**config.mk**
```make
export PLATFORM = sky130hd
export DESIGN_NAME = enc8x3_seq
export DESIGN_NICKNAME = d
export VERILOG_FILES = /design/src/rtl/enc8x3_seq.sv
export SDC_FILE = /design/constraint.sdc
export NUM_CORES = 1
export LEC_CHECK = 0
export ABC_CLOCK_PERIOD_IN_PS = 4570
export CAP_MARGIN = 0
export CORE_MARGIN = 4
export CORE_UTILIZATION = 48
export CTS_CLUSTER_DIAMETER = 100
export CTS_CLUSTER_SIZE = 12
export DETAILED_ROUTE_END_ITERATION = 6
export GPL_ROUTABILITY_DRIVEN = 0
export HOLD_SLACK_MARGIN = 0.15
export PLACE_DENSITY = 0.77
export REMOVE_ABC_BUFFERS = 1
export SYNTH_ARGS = -nofsm -noshare
export SYNTH_HDL_FRONTEND = slang
export SYNTH_SLANG_ARGS = --single-unit
```
**constraint.sdc**
```tcl
create_clock -name clk -period 4.57 [get_ports clk]
set_input_delay 0.914 -clock clk [delete_from_list [all_inputs] [get_ports clk]]
set_output_delay 0.914 -clock clk [all_outputs]
set_load 0.02 [all_outputs]
```
**src/rtl/enc8x3_seq.sv**
```systemverilog
// Sequential 8-to-3 encoder: captures a request word and emits one 3-bit index per handshake, in priority order.
// First code is valid 1 clock after capture, then one code per clock. While ready=0 the code holds, and capture is ignored while busy.
module enc8x3_seq #(
  parameter bit LSB_FIRST = 1'b1
) (
  input  logic       clk,
  input  logic       rst,
  input  logic       e,
  input  logic [0:7] I,
  input  logic       ready,
  output logic [2:0] code,
  output logic       valid,
  output logic       last,
  output logic       busy,
  output logic       zero
);

  typedef enum logic {
    IDLE = 1'b0,
    SCAN = 1'b1
  } state_t;

  state_t     state_q, state_d;
  logic [0:7] pend_q, pend_d;
  logic       zero_q, zero_d;
  logic [2:0] sel;
  logic [3:0] pend_cnt;

  // Index of the highest-priority pending bit; later matches in the loop win.
  function automatic logic [2:0] pick(input logic [0:7] p);
    logic [2:0] idx;
    idx = 3'd0;
    if (LSB_FIRST) begin
      for (int k = 7; k >= 0; k--) begin
        if (p[k]) idx = 3'(k);
      end
    end else begin
      for (int k = 0; k < 8; k++) begin
        if (p[k]) idx = 3'(k);
      end
    end
    return idx;
  endfunction

  function automatic logic [3:0] ones(input logic [0:7] p);
    logic [3:0] n;
    n = 4'd0;
    for (int k = 0; k < 8; k++) begin
      n = n + {3'd0, p[k]};
    end
    return n;
  endfunction

  always_comb begin
    sel      = pick(pend_q);
    pend_cnt = ones(pend_q);
  end

  always_ff @(posedge clk or posedge rst) begin
    if (rst) begin
      state_q <= IDLE;
      pend_q  <= '0;
      zero_q  <= 1'b0;
    end else begin
      state_q <= state_d;
      pend_q  <= pend_d;
      zero_q  <= zero_d;
    end
  end

  always_comb begin
    state_d = state_q;
    pend_d  = pend_q;
    zero_d  = 1'b0;
    case (state_q)
      IDLE: begin
        if (e) begin
          if (I != '0) begin
            pend_d  = I;
            state_d = SCAN;
          end else begin
            zero_d = 1'b1;
          end
        end
      end
      SCAN: begin
        // e and I are deliberately not looked at here: captures during a scan are dropped.
        if (ready) begin
          pend_d[sel] = 1'b0;
          if (pend_cnt == 4'd1) state_d = IDLE;
        end
      end
      default: state_d = IDLE;
    endcase
  end

  always_comb begin
    valid = 1'b0;
    busy  = 1'b0;
    code  = 3'd0;
    last  = 1'b0;
    if (state_q == SCAN) begin
      valid = 1'b1;
      busy  = 1'b1;
      code  = sel;
      last  = (pend_cnt == 4'd1);
    end
    zero = zero_q;
  end

endmodule
```
# [Word-level counts from Yosys, hierarchy flattened]
# Index checks and enable logic that the tools add are counted.
[totals] register_bits=10 input_bits=12 output_inout_bits=7
[op_classes] n_lt_le_gt_ge=2 bitwise=4 muxes=25 n_addsub=7 n_reduce_logical=3 n_eq_ne=4
[op_table] op="3-bit two-way mux" count=9
[op_table] op="8-bit two-way mux" count=3
[op_table] op="4-bit by 1-bit adder with 4-bit output" count=4
[op_table] op="8-bit one-hot mux with 2 select lines" count=1
[op_table] op="1-bit two-way mux" count=10
[op_table] op="8-bit bitwise AND" count=1
[op_table] op="8-bit inverter" count=1
[op_table] op="8-bit nonzero test" count=1
[op_table] op="2-bit inequality test (second input constant)" count=3
[op_table] op="3-bit by 1-bit adder with 4-bit output" count=1
[op_table] op="4-bit by 1-bit equality test with 1-bit output (second input constant)" count=1
[op_table] op="4-bit greater-or-equal comparator (second input constant)" count=1
[op_table] op="4-bit by 1-bit < comparator with 1-bit output (second input constant)" count=1
[op_table] op="3-bit inverter with 4-bit output" count=1
[op_table] op="2-bit by 1-bit adder with 3-bit output" count=1
[op_table] op="1-bit demux with 3-bit select" count=1
[op_table] op="3-bit AND reduction" count=1
[op_table] op="1-bit by 1-bit adder with 2-bit output" count=1
[op_table] op="1-bit one-hot mux with 2 select lines" count=1
[op_table] op="1-bit logical AND" count=1
[op_table] op="1-bit inverter" count=1

# [Longest topological paths before layout]
# Gate-level depths: netlist (run 1).
[logic_depth] depth_word=17 ltp_mapped=12 mapped_depth_nobuf=12

# [Worst setup path before layout (run 1)]
# Ideal clock, no wire load.
[synth_path] path_kind="register to output" from="register pend_q[7] in the netlist's numbering" to="output last" n_path_buf=0 path_slack_ns=0.680 stages_incl_launch_ff=13 arrival_ns=2.976 cell_sequence="dfrtp_1 -> inv_1 -> fa_1 -> fa_1 -> fa_1 -> inv_1 -> ha_1 -> inv_1 -> fa_1 -> nor2_1 -> nand3_1 -> a21oi_1 -> and2_1"
[synth_between] elab_chain_cells=3
[synth_rtl] item="start, declared" line="24" rtl="logic [0:7] pend_q, pend_d;"
[synth_rtl] item="start signal, assigned" line="66" rtl="pend_q <= pend_d;"
[synth_rtl] item="4-bit by 1-bit adder with 4-bit output" line="49" rtl="n = n + {3'd0, p[k]};"
[synth_rtl] item="4-bit by 1-bit equality test with 1-bit output" line="106" rtl="last = (pend_cnt == 4'd1);"
[synth_rtl] item="1-bit two-way mux" line="102" rtl="if (state_q == SCAN) begin"
[synth_rtl] item="end, declared" line="13" rtl="output logic last,"
# No other way between the ends.

# [Worst setup path in the final report (run 1)]
# Ends and elaborated chain as after synthesis.

==> metrics.txt, run 1 <==
global-route wire length before repair 3180 µm; Sink Count 10; layout cells sized above 1 12.6%; Slew HR 53.6%; Final Hold Fails 0; initial antenna violation count 0; Slew Limit Fails 0; CTS Buf Count 3; critical-path cell list inv_1 > fa_1 > fa_1 > fa_1 > inv_1 > ha_1 > inv_1 > fa_1 > nor2_1 > nand3_1 > a21oi_2 > and2_1 > buf_2; setup violators final 0; Synth area leaders dfrtp_1, fa_1, ha_1; CORE AREA 1580 µm²; YS warnings 0; Port Buffers 18; detailed-route DRC error count 0; crit path capture type output pin; ys flop type dfrtp_1; Design Area, Final 1060 µm²; Fin Setup TNS 0 ns; initial DRC count 19; hold depth 2; Max Freq 0.228 GHz; vias in the first global route 713; multiplexer area fraction after synthesis 0%; # diodes 0; clock root cell clkbuf_4; routed wire length per instance 14.8 µm; Seq cells post-synth 10; Row Count 14; Worst path max stage delay 0.56 ns; Max Cap Violations 0; RSZ-0062 raised after global routing no; Skew-Pair Late Insertion Delay 0.27 ns; CTS tree built; hold slack 0.570 ns; syn_area_per_cell 9.30 µm²; FF-to-FF path depth 12; status finished clean; Worst EP required 3.66 ns; Crit path arrival time 3.48 ns; Initial DRT Pass Iterations 4; fillers 123; nets 133; Vias/cell 5.78; largest net degree at the start of global routing 14; area delta synth->final 26.8%; Yosys cell types 35; Vias 734; Global Route Usage Sum 16.8%; Startpoint Class register; Crit path top cell by count fa_1; final worst path period need 4.39 ns; Clock transition at path regs 0.08 ns; Worst Setup Path Type register to output pin; crit share post-route 96.2%; xor/xnor share of the synthesized area 0%; DIE HEIGHT 49.8 µm; H-tree Lvls 1; Final ANT Viol Nets 0; slowest stage cell, crit path fa_1; Post-Synthesis Cells 90; mapped cell area 837 µm²; async set or reset register ratio after synthesis 100%; Seq/Total Area, Yosys 29.9%; Die X 49.8 µm; count leader, synth inv_1; post-synthesis simple-gate area fraction 22.7%; Post-DP Area 1020 µm²; DPL Wire Length 1530 µm; Synth Area in Compound Gates 20.5%; Die Footprint 2480 µm²; synth cell count leaders inv_1, dfrtp_1, nor2_1; WL final 1880 µm; Initial Util 53.1%; Worst-Margin Slew 0.695 ns; largest area contributor in the netlist dfrtp_1; Synth top area share 29.9%; Congestion Overflow GR 0; CTS max path bufs 2; Worst Slack Setup Final 0.176 ns; I/O pin count 19; CP max FO 3; clk_skew 0.00189 ns; Hold WC Path Type register to register; Post-synth EDFFs 0; post-synthesis adder-cell area fraction 17.0%; pre-CTS WS -0.0431 ns; largest family of logic cells by synthesized area simple AND/OR/NAND/NOR gates
-- logic make-up after synthesis --
kind of cell | Yosys count
simple gates | 33
compound gates | 20
buf+inv | 18
flops | 10
fa+ha+maj | 9
-- what timing repair did --
| item | CTS | global route |
|---|---|---|
| setup endpoints to repair | 1 | 1 |
| hold endpoints to repair | 0 | 0 |
| resized for setup | 3 | 3 |
| hold buffers | 0 | 0 |
| buffers inserted | 0 | 1 |
-- placed cells by master, fill, tap and decap left out, types with 2 or more instances in the layout --
cell type        synthesis  routed
clkdlybuf4s50_1          0      17
inv_1                   15      14
dfrtp_1                 10      10
nor2_1                   7       7
nand2_1                  5       5
ha_1                     5       5
nor3b_1                  4       4
a22o_1                   4       4
fa_1                     4       4
nand2b_1                 3       3
clkbuf_4                 0       3
nor4_1                   2       2
nor3_1                   2       2
a21oi_1                  3       2
a21o_1                   2       2
and2_1                   2       2
buf_4                    2       2
-- flip-flops by register name, indices dropped and copies added, names as in the netlist --
register / count
state_q: 1
pend_q: 8
zero: 1
-- metal layers --
| metal | track usage, % | vias up | share of wire (%) |
|---|---|---|---|
| met2 | 27.1 | 31 | 47 |
| met4 | 7.37 | 0 | 1.5 |
| met5 | 0 | - | 0 |
| li1 | - | 353 | - |
| met1 | 21.1 | 343 | 44 |
| met3 | 3.92 | 7 | 7.1 |
-- critical path: cells and delay by family, from the launching register on --
kind / cells / cell delay [ns]
fa+ha+maj: 5 / 1.96
flops: 1 / 0.38
compound gates: 1 / 0.14
buf+inv: 4 / 0.38
simple gates: 3 / 0.35
-- worst paths after layout --
check                           from   endpoint  slack [ns]
setup / recovery           pend_q[7]       last        0.18
hold / removal             pend_q[7]  pend_q[7]        0.57
setup reg to reg           pend_q[7]    state_q        1.42
hold reg to reg            pend_q[7]  pend_q[7]        0.57
max in group asynchronous        rst    state_q        3.37
min in group asynchronous        rst  pend_q[5]        0.92
-- stage by stage --
stage	cells	util [%]
final	127	67.3
after global routing	127	67.3
after CTS	126	67.0
after detailed placement	122	64.6
after global placement	122	64.6
after floorplan	87	-
-- layout make-up --
type / instances / area [µm²] / area share, %
multi-input cells: 62 / 508 / 47.9
flip-flops and latches: 10 / 250 / 23.6
repair buffers: 20 / 190 / 17.9
inverters: 15 / 56.3 / 5.31
clock buffers: 4 / 36.3 / 3.42
well taps: 16 / 20.0 / 1.89
Power of run 1 is not shown: default switching activity piles up to over one toggle a cycle in this logic, so the estimate is an artifact.
==> run 2: changes to the inputs <==
--- a/config.mk
+++ b/config.mk
@@ -5,7 +5,7 @@
 export SDC_FILE = /design/constraint.sdc
 export NUM_CORES = 1
 export LEC_CHECK = 0
-export ABC_CLOCK_PERIOD_IN_PS = 4570
+export ABC_CLOCK_PERIOD_IN_PS = 5300
 export CAP_MARGIN = 0
 export CORE_MARGIN = 4
 export CORE_UTILIZATION = 48
==> constraint.sdc (replaced) <==
create_clock -name clk -period 5.3 [get_ports clk]
set_input_delay 1.06 -clock clk [delete_from_list [all_inputs] [get_ports clk]]
set_output_delay 1.06 -clock clk [all_outputs]
set_load 0.02 [all_outputs]
==> run 2 against run 1 <==
Net effect:
- register-to-register slack improved by 0.74 ns
- highest routed layer unchanged
- count of clock-buffer cells in the layout unchanged
- largest cell class unchanged
- non-clock buffer count decreased by 2
==> metrics.txt, run 2 (same netlist as run 1, synthesis figures left out) <==
status finished clean; pre-CTS WS 0.573 ns (+0.616 ns); crit share post-route 94.6%; hold slack 0.567 ns (-0.00259 ns); DPL Wire Length 1460 µm (-4.8%); Clock transition at path regs 0.07 ns (about the same); area delta synth->final 25.1%; RSZ-0062 raised after global routing no; clock root cell clkbuf_4; commonest non-fill, non-tap cells in the layout clkdlybuf4s50_1, inv_1, dfrtp_1; Die X 49.8 µm (unchanged); CORE AREA 1580 µm² (unchanged); DIE HEIGHT 49.8 µm (unchanged); clk_skew 0.00854 ns (+0.00665 ns); Reg with most FFs pend_q; Initial Util 53.1% (unchanged); WL final 1820 µm (-3.2%); CTS max path bufs 2 (unchanged); layout cells sized above 1 8.26% (-4.4 points); leading cell type in the layout, fill and taps excluded clkdlybuf4s50_1; Global Route Usage Sum 16.7% (-0.063 points); Skew-Pair Late Insertion Delay 0.27 ns (about the same); Final ANT Viol Nets 0 (unchanged); nets 131 (-1.5%); # diodes 0 (unchanged); I/O pin count 19 (unchanged); largest net degree at the start of global routing 14 (unchanged); number of flip-flops in the largest register 8 (unchanged); Sink Count 10 (unchanged); crit path capture type output pin; Startpoint Class register; Final Hold Fails 0 (unchanged); Max Cap Violations 0 (unchanged); postcts setup bufs 0 (unchanged); Worst EP required 4.24 ns (+0.58 ns); H-tree Lvls 1 (unchanged); PostCTS Resize Cnt 0 (-3); Die Footprint 2480 µm² (unchanged); Port Buffers 18 (unchanged); Initial DRT Pass Iterations 4 (unchanged); Worst Setup Path Type register to output pin; initial antenna violation count 0 (unchanged); CP max FO 3 (unchanged); number of hold buffers added after CTS 0 (unchanged); CTS Buf Count 3 (unchanged); final worst path period need 5.02 ns; Congestion Overflow GR 0 (unchanged); Vias 704 (-4.1%); global-route wire length before repair 3130 µm (-1.7%); vias in the first global route 684 (-4.1%); initial DRC count 21 (+2); Slew HR 59.0% (+5.4 points); Crit path arrival time 3.96 ns (+0.48 ns); Hold WC Path Type register to register; Row Count 14 (unchanged); Max Freq 0.199 GHz; routed wire length per instance 14.5 µm (-1.7%); Worst Slack Setup Final 0.284 ns (+0.109 ns); CTS tree built; Slew Limit Fails 0 (unchanged); setup violators final 0 (unchanged); Worst-Margin Slew 0.613 ns (-0.0813 ns); detailed-route DRC error count 0 (unchanged); Fin Setup TNS 0 ns (unchanged); Vias/cell 5.63 (-2.6%)
==> run 2: cell count changes in the layout (fill, tap and decap cells not counted) <==
cell and delta:
buf_4 -2, a21oi_1 +1, a21oi_2 -1, buf_2 -1, clkdlybuf4s50_1 +1, inv_1 +1, inv_2 -1
==> run 2: cell type report <==
cell class	count	area (µm²)
clock buffer	4	36.3
fill	138	529
inverter	15	56.3
multi-input combinational	62	504
sequential	10	250
tap	16	20.0
timing repair buffer	18	180
==> run 2: stage by stage <==
| step | instances | utilization, % | area (µm²) |
|---|---|---|---|
| finish | 125 | 66.4 | 1050 |
| global route | 125 | 66.4 | 1050 |
| CTS | 125 | 66.4 | 1050 |
| detailed placement | 121 | 64.1 | 1010 |
| global placement | 121 | 64.1 | 1010 |
| floorplan | 87 | - | 811 |
==> run 2: final timing paths <==
path                                start        end  slack, ns  cells past startpoint
worst min-delay path            pend_q[7]  pend_q[7]       0.57                      2
worst max-delay path            pend_q[7]       last       0.28                     13
max in group asynchronous             rst  pend_q[6]       3.97                      2
worst max register to register  pend_q[7]    state_q       2.16                     12
min in group asynchronous             rst       zero       1.05                      2
worst min register to register  pend_q[7]  pend_q[7]       0.57                      2
==> run 2: per-layer routing <==
metal  wire length [µm]  part of all wire (%)  track usage, %  vias to the layer above
met4                  8                  0.44            4.15                        0
met5                  0                     0               0                        -
met1                873                    48            23.7                      335
met2                816                    45            23.8                       18
met3                117                   6.4            6.02                        2
li1                   -                     -               -                      349
==> run 2: worst max-delay path, cell delays in order, from the launching register on <==
cell             delay, ns
dfrtp_1               0.38
inv_1                 0.10
fa_1                  0.56
fa_1                  0.43
fa_1                  0.45
inv_1                 0.07
ha_1                  0.15
inv_1                 0.05
fa_1                  0.38
nor2_1                0.10
nand3_1               0.08
a21oi_1               0.18
and2_1                0.16
clkdlybuf4s50_1       0.60
Power of run 2 is left out for the same reason.
==> run 3: changes to the inputs <==
--- a/config.mk
+++ b/config.mk
@@ -7,6 +7,7 @@
 export LEC_CHECK = 0
 export ABC_CLOCK_PERIOD_IN_PS = 5300
 export CAP_MARGIN = 0
+export CORE_ASPECT_RATIO = 1.1
 export CORE_MARGIN = 4
 export CORE_UTILIZATION = 48
 export CTS_CLUSTER_DIAMETER = 100
@@ -16,6 +17,7 @@
 export HOLD_SLACK_MARGIN = 0.15
 export PLACE_DENSITY = 0.77
 export REMOVE_ABC_BUFFERS = 1
+export SETUP_SLACK_MARGIN = 0.15
 export SYNTH_ARGS = -nofsm -noshare
 export SYNTH_HDL_FRONTEND = slang
 export SYNTH_SLANG_ARGS = --single-unit
==> run 3 against run 2 <==
Net effect:
- non-clock buffer count did not move
- first-iteration DRC count down 24%
- clock skew fell by 0.0062 ns
- utilization down 2.2 points
- worst hold slack lost 0.0057 ns
- final area fell by 0.96%
- worst setup slack improved by 0.45 ns
- critical endpoint unchanged
==> metrics.txt, run 3 (same netlist as run 1, synthesis figures left out) <==
Vias/cell 5.66 (+0.43%); CP top delay family adder cells; Reg with most FFs pend_q; leading cell type in the layout, fill and taps excluded clkdlybuf4s50_1; Global Route Usage Sum 17.2% (+0.49 points); Worst EP required 4.24 ns (about the same); CTS tree built; FF-to-FF Start pend_q[7]; crit path capture type output pin; crit share post-route 86.1% (-8.5 points); Row Count 15 (+1); Startpoint Class register; M1 WL 767 µm (-12%); HP Start pend_q[7]; layout cells sized above 1 7.41% (-0.85 points); R2R setup slack 2.18 ns (+0.02 ns); hold slack 0.561 ns (-0.00571 ns); number of hold buffers added after CTS 0 (unchanged); initial DRC count 16 (-24%); vias in the first global route 698 (+2.0%); Worst-Margin Slew 0.638 ns (+0.0249 ns); Congestion Overflow GR 0 (unchanged); slowest stage cell, crit path fa_1; Worst Setup Path Type register to output pin; r2r endpoint state_q; CTS max path bufs 2 (unchanged); area delta synth->final 23.9%; met2 WL 874 µm (+7.1%); Crit path top cell by count fa_1; H-tree Lvls 1 (unchanged); CORE AREA 1610 µm² (+2.4%); critical-path cell list inv_1 > fa_1 > fa_1 > fa_1 > inv_1 > ha_1 > inv_1 > fa_1 > nor2_1 > nand3_1 > a21oi_1 > and2_1 > dlymetal6s2s_1; clk_skew 0.00236 ns (-0.00618 ns); Max Cap Violations 0 (unchanged); Crit path buffers/inverters 4 (unchanged); Max Freq 0.219 GHz (+9.9%); Skew-Pair Late Insertion Delay 0.26 ns (about the same); Vias 707 (+0.43%); Top Metal Used met4; DPL Wire Length 1490 µm (+2.5%); RSZ-0062 raised after global routing no; # diodes 0 (unchanged); Fin Setup TNS 0 ns (unchanged); largest net degree at the start of global routing 14 (unchanged); setup violators final 0 (unchanged); initial antenna violation count 0 (unchanged); Die X 47.8 µm (-3.9%); clock root cell clkbuf_4; status finished clean; Slew Limit Fails 0 (unchanged); I/O pin count 19 (unchanged); Crit path arrival time 3.50 ns (-0.46 ns); Hold WC Path Type register to register; CP max FO 3 (unchanged); detailed-route DRC error count 0 (unchanged); hold depth 2 (unchanged); fillers 142 (+2.9%); nets 131 (unchanged); Clock transition at path regs 0.06 ns (about the same); Final ANT Viol Nets 0 (unchanged); met3 WL 91 µm (-22%); DIE HEIGHT 51.8 µm (+4.1%); Final Hold Fails 0 (unchanged); Initial Util 51.9% (-1.2 points); Slew HR 57.4% (-1.7 points); Worst path max stage delay 0.57 ns (-0.03 ns); WL final 1740 µm (-4.1%); Die Footprint 2480 µm² (about the same); number of flip-flops in the largest register 8 (unchanged); routed wire length per instance 13.9 µm (-4.1%); Min-Delay Endpoint pend_q[7]; FF-to-FF path depth 12 (unchanged); Port Buffers 18 (unchanged); CTS Buf Count 3 (unchanged); Sink Count 10 (unchanged); global-route wire length before repair 3100 µm (-0.86%); final worst path period need 4.56 ns (-0.453 ns); Initial DRT Pass Iterations 4 (unchanged); commonest non-fill, non-tap cells in the layout clkdlybuf4s50_1, inv_1, dfrtp_1
==> run 3: tightest hold or removal path, delay by kind of cell, from the launching register on <==
| kind | cells | cell delay (ns) |
|---|---|---|
| flip-flops | 1 | 0.38 |
| AO/OA/AOI/OAI | 1 | 0.08 |
| AND/OR/NAND/NOR | 1 | 0.07 |
==> run 3: how the worst max path moves through the flow <==
stage,endpoint,slack [ns],from,depth (start not counted)
after floorplan,last,1.26,pend_q[7],12
after global placement,last,0.71,pend_q[7],13
after detailed placement,last,0.61,pend_q[7],13
after CTS,last,0.33,pend_q[7],13
after global routing,last,0.42,pend_q[7],13
final,last,0.74,pend_q[7],13
==> run 3: final cells by class <==
type	count	area (µm²)	area share, %
Clock buffer	3	22.5	2.17
Sequential cell	10	250	24.1
Timing Repair Buffer	18	183	17.6
Multi-Input combinational cell	62	504	48.6
Tap cell	17	21.3	2.05
Inverter	15	56.3	5.43
==> run 3: metrics by stage <==
step | util [%] | instance area, µm² | std cells | setup slack [ns]
2_1_floorplan | - | 811 | 87 | 1.26
5_1_grt | 64.3 | 1040 | 125 | 0.419
4_1_cts | 64.1 | 1030 | 125 | 0.328
6_report | 64.3 | 1040 | 125 | 0.737
3_5_place_dp | 62.7 | 1010 | 122 | 0.611
3_3_place_gp | 62.7 | 1010 | 122 | 0.710
==> run 3: routing by layer <==
metal / track usage (%) / vias to the layer above
li1: - / 345
met1: 23.7 / 345
met2: 26.9 / 15
met3: 4.15 / 2
met4: 3.59 / 0
met5: 0 / -
==> run 3: timing repair <==
item,CTS,global route
endpoints found under the setup margin,0,1
gates resized for setup,0,1
setup buffers,0,0
Power of run 3 is left out for the same reason.
